**src/rtl/la_wbm_pkg.sv**
```systemverilog
// +----------------------------------------------------------------------+
// | la_wbm_pkg : shared types and constants for the la_wb_master slice   |
// | Revision   : 1.0                                                     |
// +----------------------------------------------------------------------+
`default_nettype none

package la_wbm_pkg;

   localparam int c_addr_w          = 32;
   localparam int c_data_w          = 32;
   localparam int c_sel_w           = c_data_w / 8;
   localparam int c_timeout_default = 255;

   typedef enum logic [1:0] {
      ST_IDLE = 2'd0,
      ST_BUS  = 2'd1,
      ST_RESP = 2'd2
   } wbm_state_t;

endpackage

`default_nettype wire

```
**src/rtl/la_wb_master_if.sv**
```systemverilog
// +----------------------------------------------------------------------+
// | la_wb_master_if : command/response and Wishbone master signal bundle |
// | Revision        : 1.0                                                |
// +----------------------------------------------------------------------+
`default_nettype none

interface la_wb_master_if;
   import la_wbm_pkg::*;

   logic                cmd_valid_i;
   logic                cmd_ready_o;
   logic                cmd_we_i;
   logic [c_sel_w-1:0]  cmd_sel_i;
   logic [c_addr_w-1:0] cmd_adr_i;
   logic [c_data_w-1:0] cmd_dat_i;

   logic                rsp_valid_o;
   logic                rsp_ready_i;
   logic [c_data_w-1:0] rsp_dat_o;
   logic                rsp_err_o;

   logic                wbm_cyc_o;
   logic                wbm_stb_o;
   logic                wbm_we_o;
   logic [c_sel_w-1:0]  wbm_sel_o;
   logic [c_addr_w-1:0] wbm_adr_o;
   logic [c_data_w-1:0] wbm_dat_o;
   logic [c_data_w-1:0] wbm_dat_i;
   logic                wbm_ack_i;

   logic                busy_o;

   // Seen from the bridge itself
   modport master (
      input  cmd_valid_i, cmd_we_i, cmd_sel_i, cmd_adr_i, cmd_dat_i,
      output cmd_ready_o,
      output rsp_valid_o, rsp_dat_o, rsp_err_o,
      input  rsp_ready_i,
      output wbm_cyc_o, wbm_stb_o, wbm_we_o, wbm_sel_o, wbm_adr_o, wbm_dat_o,
      input  wbm_dat_i, wbm_ack_i,
      output busy_o
   );

   // Seen from the command source / Wishbone slave side
   modport slave (
      output cmd_valid_i, cmd_we_i, cmd_sel_i, cmd_adr_i, cmd_dat_i,
      input  cmd_ready_o,
      input  rsp_valid_o, rsp_dat_o, rsp_err_o,
      output rsp_ready_i,
      input  wbm_cyc_o, wbm_stb_o, wbm_we_o, wbm_sel_o, wbm_adr_o, wbm_dat_o,
      output wbm_dat_i, wbm_ack_i,
      input  busy_o
   );

endinterface

`default_nettype wire

```
**src/rtl/la_wbm_timeout.sv**
```systemverilog
// +----------------------------------------------------------------------+
// | la_wbm_timeout : saturating BUS-cycle counter for the ack timeout    |
// | Revision       : 1.0                                                 |
// +----------------------------------------------------------------------+
`default_nettype none

module la_wbm_timeout #(
   parameter int LIMIT = 255
) (
   input  wire logic clk,
   input  wire logic rst,
   input  wire logic clear,
   input  wire logic enable,
   output logic      expired
);

   localparam int c_w = (LIMIT > 1) ? $clog2(LIMIT) : 1;
   localparam logic [c_w-1:0] c_last = c_w'(LIMIT - 1);

   logic [c_w-1:0] r_count;

   // r_count holds the number of BUS cycles already completed, so the
   // LIMIT-th cycle is the one where it equals LIMIT-1.
   assign expired = enable && (r_count == c_last);

   always_ff @(posedge clk) begin
      if (rst || clear) begin
         r_count <= '0;
      end else if (enable && !expired) begin
         r_count <= r_count + 1'b1;
      end
   end

endmodule

`default_nettype wire

```
**src/rtl/la_wb_master.sv**
```systemverilog
// +----------------------------------------------------------------------+
// | la_wb_master : single-outstanding command to Wishbone classic master |
// | Option LA_WBM_TIMEOUT_EN adds an ack timeout reported on rsp_err_o.  |
// | Revision     : 1.0                                                   |
// +----------------------------------------------------------------------+
`default_nettype none

module la_wb_master
   import la_wbm_pkg::*;
#(
   parameter int TIMEOUT_CYCLES = c_timeout_default
) (
   input  wire logic      wb_clk_i,
   input  wire logic      wb_rst_i,
   la_wb_master_if.master bus
);

   if (TIMEOUT_CYCLES < 1) begin : g_bad_timeout
      $error("la_wb_master: TIMEOUT_CYCLES must be at least 1");
   end

   wbm_state_t          r_state;
   wbm_state_t          w_next_state;
   logic                w_load;
   logic                r_cyc;
   logic                r_we;
   logic [c_sel_w-1:0]  r_sel;
   logic [c_addr_w-1:0] r_adr;
   logic [c_data_w-1:0] r_dat;
   logic [c_data_w-1:0] r_rsp_dat;
   logic [c_data_w-1:0] w_rsp_dat;

`ifdef LA_WBM_TIMEOUT_EN
   logic r_rsp_err;
   logic w_rsp_err;
   logic w_expired;

   la_wbm_timeout #(
      .LIMIT (TIMEOUT_CYCLES)
   ) u_timeout (
      .clk     (wb_clk_i),
      .rst     (wb_rst_i),
      .clear   (w_load),
      .enable  (r_state == ST_BUS),
      .expired (w_expired)
   );

   assign bus.rsp_err_o = r_rsp_err;
`else
   assign bus.rsp_err_o = 1'b0;
`endif

   always_comb begin
      w_next_state = r_state;
      w_load       = 1'b0;
      w_rsp_dat    = r_rsp_dat;
`ifdef LA_WBM_TIMEOUT_EN
      w_rsp_err    = r_rsp_err;
`endif
      case (r_state)
         ST_IDLE: begin
            if (bus.cmd_valid_i) begin
               w_next_state = ST_BUS;
               w_load       = 1'b1;
            end
         end
         ST_BUS: begin
            // Ack is tested first so it wins over a coinciding timeout
            if (bus.wbm_ack_i) begin
               w_next_state = ST_RESP;
               w_rsp_dat    = r_we ? '0 : bus.wbm_dat_i;
`ifdef LA_WBM_TIMEOUT_EN
               w_rsp_err    = 1'b0;
            end else if (w_expired) begin
               w_next_state = ST_RESP;
               w_rsp_dat    = '0;
               w_rsp_err    = 1'b1;
`endif
            end
         end
         ST_RESP: begin
            if (bus.rsp_ready_i) begin
               w_next_state = ST_IDLE;
            end
         end
         default: w_next_state = ST_IDLE;
      endcase
   end

   always_ff @(posedge wb_clk_i) begin
      if (wb_rst_i) begin
         r_state   <= ST_IDLE;
         r_cyc     <= 1'b0;
         r_we      <= 1'b0;
         r_sel     <= '0;
         r_adr     <= '0;
         r_dat     <= '0;
         r_rsp_dat <= '0;
`ifdef LA_WBM_TIMEOUT_EN
         r_rsp_err <= 1'b0;
`endif
      end else begin
         r_state   <= w_next_state;
         r_cyc     <= (w_next_state == ST_BUS);
         r_rsp_dat <= w_rsp_dat;
`ifdef LA_WBM_TIMEOUT_EN
         r_rsp_err <= w_rsp_err;
`endif
         if (w_load) begin
            r_we  <= bus.cmd_we_i;
            r_sel <= bus.cmd_sel_i;
            r_adr <= bus.cmd_adr_i;
            r_dat <= bus.cmd_dat_i;
         end
      end
   end

   assign bus.cmd_ready_o = (r_state == ST_IDLE);
   assign bus.rsp_valid_o = (r_state == ST_RESP);
   assign bus.rsp_dat_o   = r_rsp_dat;
   assign bus.busy_o      = (r_state != ST_IDLE);
   assign bus.wbm_cyc_o   = r_cyc;
   assign bus.wbm_stb_o   = r_cyc;
   assign bus.wbm_we_o    = r_we;
   assign bus.wbm_sel_o   = r_sel;
   assign bus.wbm_adr_o   = r_adr;
   assign bus.wbm_dat_o   = r_dat;

endmodule

`default_nettype wire

```
**src/flat_wrapper.sv**
```systemverilog
// flat-port wrapper written by rule: the top's interface ports become plain ports
module la_wb_master_flat import la_wbm_pkg::*;
#(
   parameter int TIMEOUT_CYCLES = c_timeout_default
)
  (wb_clk_i, wb_rst_i, bus_cmd_valid_i, bus_cmd_we_i, bus_cmd_sel_i, bus_cmd_adr_i, bus_cmd_dat_i, bus_cmd_ready_o, bus_rsp_valid_o, bus_rsp_dat_o, bus_rsp_err_o, bus_rsp_ready_i, bus_wbm_cyc_o, bus_wbm_stb_o, bus_wbm_we_o, bus_wbm_sel_o, bus_wbm_adr_o, bus_wbm_dat_o, bus_wbm_dat_i, bus_wbm_ack_i, bus_busy_o);
  la_wb_master_if bus_i ();
  input  wire logic wb_clk_i;
  input  wire logic wb_rst_i;
  input wire logic [$bits(bus_i.cmd_valid_i)-1:0] bus_cmd_valid_i;
  input wire logic [$bits(bus_i.cmd_we_i)-1:0] bus_cmd_we_i;
  input wire logic [$bits(bus_i.cmd_sel_i)-1:0] bus_cmd_sel_i;
  input wire logic [$bits(bus_i.cmd_adr_i)-1:0] bus_cmd_adr_i;
  input wire logic [$bits(bus_i.cmd_dat_i)-1:0] bus_cmd_dat_i;
  output wire logic [$bits(bus_i.cmd_ready_o)-1:0] bus_cmd_ready_o;
  output wire logic [$bits(bus_i.rsp_valid_o)-1:0] bus_rsp_valid_o;
  output wire logic [$bits(bus_i.rsp_dat_o)-1:0] bus_rsp_dat_o;
  output wire logic [$bits(bus_i.rsp_err_o)-1:0] bus_rsp_err_o;
  input wire logic [$bits(bus_i.rsp_ready_i)-1:0] bus_rsp_ready_i;
  output wire logic [$bits(bus_i.wbm_cyc_o)-1:0] bus_wbm_cyc_o;
  output wire logic [$bits(bus_i.wbm_stb_o)-1:0] bus_wbm_stb_o;
  output wire logic [$bits(bus_i.wbm_we_o)-1:0] bus_wbm_we_o;
  output wire logic [$bits(bus_i.wbm_sel_o)-1:0] bus_wbm_sel_o;
  output wire logic [$bits(bus_i.wbm_adr_o)-1:0] bus_wbm_adr_o;
  output wire logic [$bits(bus_i.wbm_dat_o)-1:0] bus_wbm_dat_o;
  input wire logic [$bits(bus_i.wbm_dat_i)-1:0] bus_wbm_dat_i;
  input wire logic [$bits(bus_i.wbm_ack_i)-1:0] bus_wbm_ack_i;
  output wire logic [$bits(bus_i.busy_o)-1:0] bus_busy_o;
  assign bus_i.cmd_valid_i = bus_cmd_valid_i;
  assign bus_i.cmd_we_i = bus_cmd_we_i;
  assign bus_i.cmd_sel_i = bus_cmd_sel_i;
  assign bus_i.cmd_adr_i = bus_cmd_adr_i;
  assign bus_i.cmd_dat_i = bus_cmd_dat_i;
  assign bus_cmd_ready_o = bus_i.cmd_ready_o;
  assign bus_rsp_valid_o = bus_i.rsp_valid_o;
  assign bus_rsp_dat_o = bus_i.rsp_dat_o;
  assign bus_rsp_err_o = bus_i.rsp_err_o;
  assign bus_i.rsp_ready_i = bus_rsp_ready_i;
  assign bus_wbm_cyc_o = bus_i.wbm_cyc_o;
  assign bus_wbm_stb_o = bus_i.wbm_stb_o;
  assign bus_wbm_we_o = bus_i.wbm_we_o;
  assign bus_wbm_sel_o = bus_i.wbm_sel_o;
  assign bus_wbm_adr_o = bus_i.wbm_adr_o;
  assign bus_wbm_dat_o = bus_i.wbm_dat_o;
  assign bus_i.wbm_dat_i = bus_wbm_dat_i;
  assign bus_i.wbm_ack_i = bus_wbm_ack_i;
  assign bus_busy_o = bus_i.busy_o;
  la_wb_master #(.TIMEOUT_CYCLES(TIMEOUT_CYCLES)) u_core (.wb_clk_i(wb_clk_i), .wb_rst_i(wb_rst_i), .bus(bus_i));
endmodule
```
**config.mk**
```make
export PLATFORM = sky130hd
export DESIGN_NAME = la_wb_master_flat
export DESIGN_NICKNAME = d
export VERILOG_FILES = /design/src/rtl/la_wbm_pkg.sv /design/src/rtl/la_wb_master_if.sv /design/src/rtl/la_wbm_timeout.sv /design/src/rtl/la_wb_master.sv /design/src/flat_wrapper.sv
export SDC_FILE = /design/constraint.sdc
export NUM_CORES = 1
export LEC_CHECK = 0
export CAP_MARGIN = 10
export CORE_ASPECT_RATIO = 1.4
export CORE_MARGIN = 8
export CORE_UTILIZATION = 42
export DETAILED_ROUTE_END_ITERATION = 6
export PLACE_DENSITY = 0.83
export SYNTH_ARGS = -nofsm -noshare
export SYNTH_HDL_FRONTEND = slang
export SYNTH_HIERARCHICAL = 1
export SYNTH_SLANG_ARGS = --single-unit
```
**constraint.sdc**
```tcl
create_clock -name wb_clk_i -period 1.87 [get_ports wb_clk_i]
set_clock_uncertainty 0.2 [all_clocks]
set_input_delay 0.2805 -clock wb_clk_i [delete_from_list [all_inputs] [get_ports wb_clk_i]]
set_output_delay 0.2805 -clock wb_clk_i [all_outputs]
set_load 0.02 [all_outputs]
```
---- Yosys cells after proc, flatten, opt, wreduce, memory -nomap -nowiden ----
Cells that the tools add are included.
word-level totals
  output and inout port bits .............. 107
  register bits ........................... 104
  bits of input ports ..................... 106
cells by class
  reductions and logical operators ........ 3
  muxes and demuxes ....................... 7
  equal/unequal tests ..................... 3
operator list
  cell                                                             count
  32-bit 2-to-1 mux                                                1
  2-bit 2-to-1 mux                                                 3
  2-bit case mux with 3 select lines                               1
  2-bit by 1-bit == test with 1-bit output, second input constant  2
  2-bit == test, second input constant                             1
  2-bit logical NOT                                                1
  1-bit 2-to-1 mux                                                 2
  2-bit AND reduction                                              1
  2-bit nonzero test                                               1

---- Longest topological paths before layout ----
  depth after elaboration ................. 3
  gate-level depth with buffers ........... 5
  mapped depth without buffers ............ 2

---- Least setup slack after synthesis ----
Ideal clock, no wire load.
  path type ............................... register to register
  from .................................... reg u_core.r_we, in the netlist u_core/bus.wbm_we_o
  to ...................................... reg u_core.r_rsp_dat[22], in the netlist u_core/bus.rsp_dat_o[22]
  arrival time ............................ 1.142 ns
  clock period less this slack ............ 1.413 ns
  stages on the path, launching flop included .. 4
  path buffers ............................ 1
  slack ................................... 0.457 ns
  path through ............................ dfxtp_1 clkbuf_1 or3b_2 mux2i_1
between the ends
  longest elaborated chain between the ends .. 1
RTL lines
  what                    RTL line             RTL
  start, declared         la_wb_master.sv:26   logic r_we;
  start signal, assigned  la_wb_master.sv:110  r_we <= bus.cmd_we_i;
  32-bit 2-to-1 mux       la_wb_master.sv:71   w_rsp_dat = r_we ? '0 : bus.wbm_dat_i;
  end signal, assigned    la_wb_master.sv:105  r_rsp_dat <= w_rsp_dat;
  end, declared           la_wb_master.sv:30   logic [c_data_w-1:0] r_rsp_dat;
Every way passes these cells.
A chain may end at the register's enable or synchronous reset.

---- Worst setup path in the final report ----
  from .................................... reg u_core.r_we, in the netlist u_core/bus.wbm_we_o
  to ...................................... out bus_wbm_we_o
RTL lines
  what           RTL line            RTL
  end, declared  flat_wrapper.sv:22  output wire logic [$bits(bus_i.wbm_we_o)-1:0] bus_wbm_we_o;
No word-level cell between the ends.

==> reports/results.tsv <==
stage	metric	value	unit
synthesis	#FFs+latches synth	104	
synthesis	Seq/Total Area, Yosys	0.438	
critical_path	CP Data Required Time	1.39	ns
detailed_routing	drt wl/cell	16.1	µm
sta	Setup-failing EPs final	0	
clock_network	clk sinks	104	
sta	worst-margin pin slew	0.590	ns
placement	Post-DP Area	0.00696	mm²
critical_path	slowest cell on the critical path	clkdlybuf4s50_1	
run	Max Cap Viol	0	
pwr	Psw	1.38	mW
min_path	Min-Delay Path Class	reg2reg	
pwr	Int Power	3.93	mW
pwr	Pwr Density	736	mW/mm²
critical_path	crit path DAT	1.33	ns
synthesis	main combinational cell family by area after synthesis	simple AND/OR/NAND/NOR gates	
clock_network	TritonCTS clock tree	built	
synthesis	synth warn	6	
critical_path	buffers plus inverters on the worst setup path	1	
detailed_routing	Antenna Violating Nets Remaining	0	
detailed_routing	router iterations before antenna repair	4	
status	status	finished clean	
detailed_routing	DRC	0	
synthesis	post-synthesis average cell area	10.4	µm²
clock_network	clk root buf	clkbuf_16	
clock_network	hold_buf cts	0	
clock_network	clk_lat worst skew	0.34	ns
synthesis	Synth Area in Simple Gates	0.294	
pwr	Net Sw Frac	0.260	
layout	Finished Layout Cells	797	
detailed_routing	via/cell ratio	4.70	
pwr	combinational share of power	0.225	
floorplan	Die Span Y	142	µm
synthesis	Post-Syn Nets	564	
global_route	All-Layer GR Usage	0.166	
detailed_routing	Initial DRC Count	61	
pwr	worst vdd ir	405	µV
layout	share of layout cells above drive strength 1	0.0674	
layout	Multi-input gate area	0.00244	mm²
synthesis	Post-synth top cells	nand2b_1 (172), dfxtp_1 (104), mux2i_1 (101), clkbuf_1 (23), or3b_1 (17)	
sta	f_max	0.553	GHz
critical_path	Critical Path, Cell by Cell	clkdlybuf4s50_1	
floorplan	initial core utilization	0.426	
floorplan	CORE AREA	0.0112	mm²
synthesis	Yosys cell types	19	
synthesis	most frequent cell after synthesis	nand2b_1	
global_route	first-pass GRT wire length	20.2	mm
global_route	vias in the first global route	4049	
clock_network	CTS Buf Count	9	
critical_path	crit-path max cell delay	0.64	ns
synthesis	Post-synth EDFFs	0	
layout	number of fillers in the final layout	897	
detailed_routing	vias	3747	
floorplan	Die ar.	0.0150	mm²
clock_network	clk slew on worst S/H paths	0.07	ns
layout	register area	0.00208	mm²
pwr	Leakage	2.70	nW
critical_path	Worst setup SP type	flop	
sta	Final period util	0.968	
layout	# diodes	0	
detailed_routing	Routed WL	12.8	mm
critical_path	Crit Path Class	reg2out	
floorplan	DIE WIDTH	106	µm
pwr	Flop pwr share	0.458	
synthesis	top post-synthesis cells by area	dfxtp_1 (44%), nand2b_1 (23%), mux2i_1 (21%)	
synthesis	mux contribution to synthesized area	0.213	
sta	final hold viol count	0	
synthesis	Syn Inst Count	458	
placement	HPWL Detailed	9.93	mm
floorplan	Ports	213	
critical_path	critical path's top delay family	buffers and inverters	
clock_network	H-tree Lvls	3	
layout	area growth from synthesis to layout	51.9	%
layout	Design Area, Final	0.00722	mm²
placement	port bufs	211	
pwr	clock power share	0.317	
synthesis	adder-cell share of the synthesized area	0	
clock_network	Max Buffers Root-to-Sink	2	
global_route	initial antenna violation count	0	
placement	gpl congestion	0.729	
sta	RSZ-0062 raised after global routing	no	
global_route	total grt overflow	0	
synthesis	dominant cell type by area after synthesis	dfxtp_1	
placement	placed insts	782	
synthesis	Mapped Area	0.00475	mm²
floorplan	Rows	46	
synthesis	Synth Area in Compound Gates	0.00527	
synthesis	Top FF cell, synth	dfxtp_1	
sta	fin crit period	1.81	ns
synthesis	Post-Synth XOR/XNOR Area	0	
critical_path	Crit Path Max Fanout	3	
sta	Slew headroom	0.606	
layout	number of nets in the layout	755	
synthesis	top cell type's share of synthesized area	0.438	
critical_path	Crit. End Element	output port	
synthesis	ys async rst share	0	
global_route	pin count of the biggest net entering global routing	81	
sta	Slew Limit Fails	0	
-- power groups by stage --
stage	registers, mW	logic, mW	clock network (mW)
after global routing	2.45	1.27	1.83
after detailed placement	2.49	1.21	0
after floorplan	2.65	0.452	0
after CTS	2.44	1.21	1.74
after global placement	2.48	1.19	0
final	2.44	1.20	1.68
-- registers in the layout, summed over array words and instances (netlist names) --
signal and count:
u_core/bus.rsp_dat_o 32, u_core/bus.wbm_adr_o 32, u_core/bus.wbm_dat_o 32, u_core/bus.wbm_sel_o 4, u_core/r_state 2, u_core/bus.wbm_cyc_o 1
u_core/bus.wbm_we_o 1
-- routing by layer --
metal / vias up / track usage / routed length [µm] / part of all wire
met2: 136 / 0.295 / 6470 / 0.50
met4: 0 / 0.0535 / 187 / 0.015
li1: 1874 / - / - / -
met5: - / 0 / 0 / 0
met1: 1725 / 0.158 / 4640 / 0.36
met3: 12 / 0.0899 / 1520 / 0.12
-- tightest hold or removal path: stages, from the launching register on --
cell and delay (ns):
dfxtp_1 0.31, nand2b_1 0.06, mux2i_1 0.05
-- kinds of logic (layout without fill, tap and decap cells) --
group | count (synthesis) | count (layout)
flops | 104 | 104
compound gates | 3 | 3
simple gates | 209 | 209
other cells | 1 | 1
buf+inv | 40 | 235
mux | 101 | 101
-- cell type report --
class                   count  share of cell area
clock buffers              10              0.0317
clock inverters             5             0.00468
inverters                   1            0.000520
multi-input cells         314               0.339
flip-flops and latches    104               0.289
well taps                 144              0.0250
repair buffers            219               0.311
-- per-stage QoR --
| stage | power, mW | hold WS (ns) | setup TNS [ns] | worst slack [ns] | utilization |
|---|---|---|---|---|---|
| 3_3_place_gp | 3.67 | 0.257 | 0 | 0.0224 | 0.623 |
| 2_1_floorplan | 3.10 | 0.236 | 0 | 0.457 | - |
| 5_1_grt | 5.56 | 0.288 | 0 | 0.00493 | 0.646 |
| 4_1_cts | 5.39 | 0.276 | 0 | 0.0227 | 0.646 |
| 6_report | 5.32 | 0.272 | 0 | 0.0607 | 0.646 |
| 3_5_place_dp | 3.70 | 0.262 | -0.182 | -0.0247 | 0.623 |
-- worst paths after layout --
kind	start	endpoint	slack, ns	cells past startpoint
setup reg to reg	u_core/r_state[1]$_SDFF_PP0_	u_core/bus.wbm_dat_o[23]$_SDFFE_PP0P_	0.25	4
setup / recovery	u_core/bus.wbm_we_o$_SDFFE_PP0P_	bus_wbm_we_o	0.06	1
hold / removal	u_core/bus.rsp_dat_o[17]$_SDFFE_PP0P_	u_core/bus.rsp_dat_o[17]$_SDFFE_PP0P_	0.27	2
hold reg to reg	u_core/bus.rsp_dat_o[17]$_SDFFE_PP0P_	u_core/bus.rsp_dat_o[17]$_SDFFE_PP0P_	0.27	2
-- placed cells by master (no fill, tap or decap), drive strengths merged --
cell type	n
a211oi	2
clkdlybuf4s50	207
buf	9
clkbuf	10
clkinv	2
inv	2
conb	1
clkinvlp	2
nand2b	172
nor2b	1
mux2i	101
o21ba	1
and3b	1
dfxtp	104
or3b	32
nor3b	2
clkdlybuf4s15	1
or2	1
dlygate4sd2	2
-- what timing repair did --
action                                  CTS  global route
setup buffers                             0             0
gates resized for setup                   5             1
endpoints found under the setup margin    3             1
gates cloned                              0             0
Power figures use the tool's default switching activity.
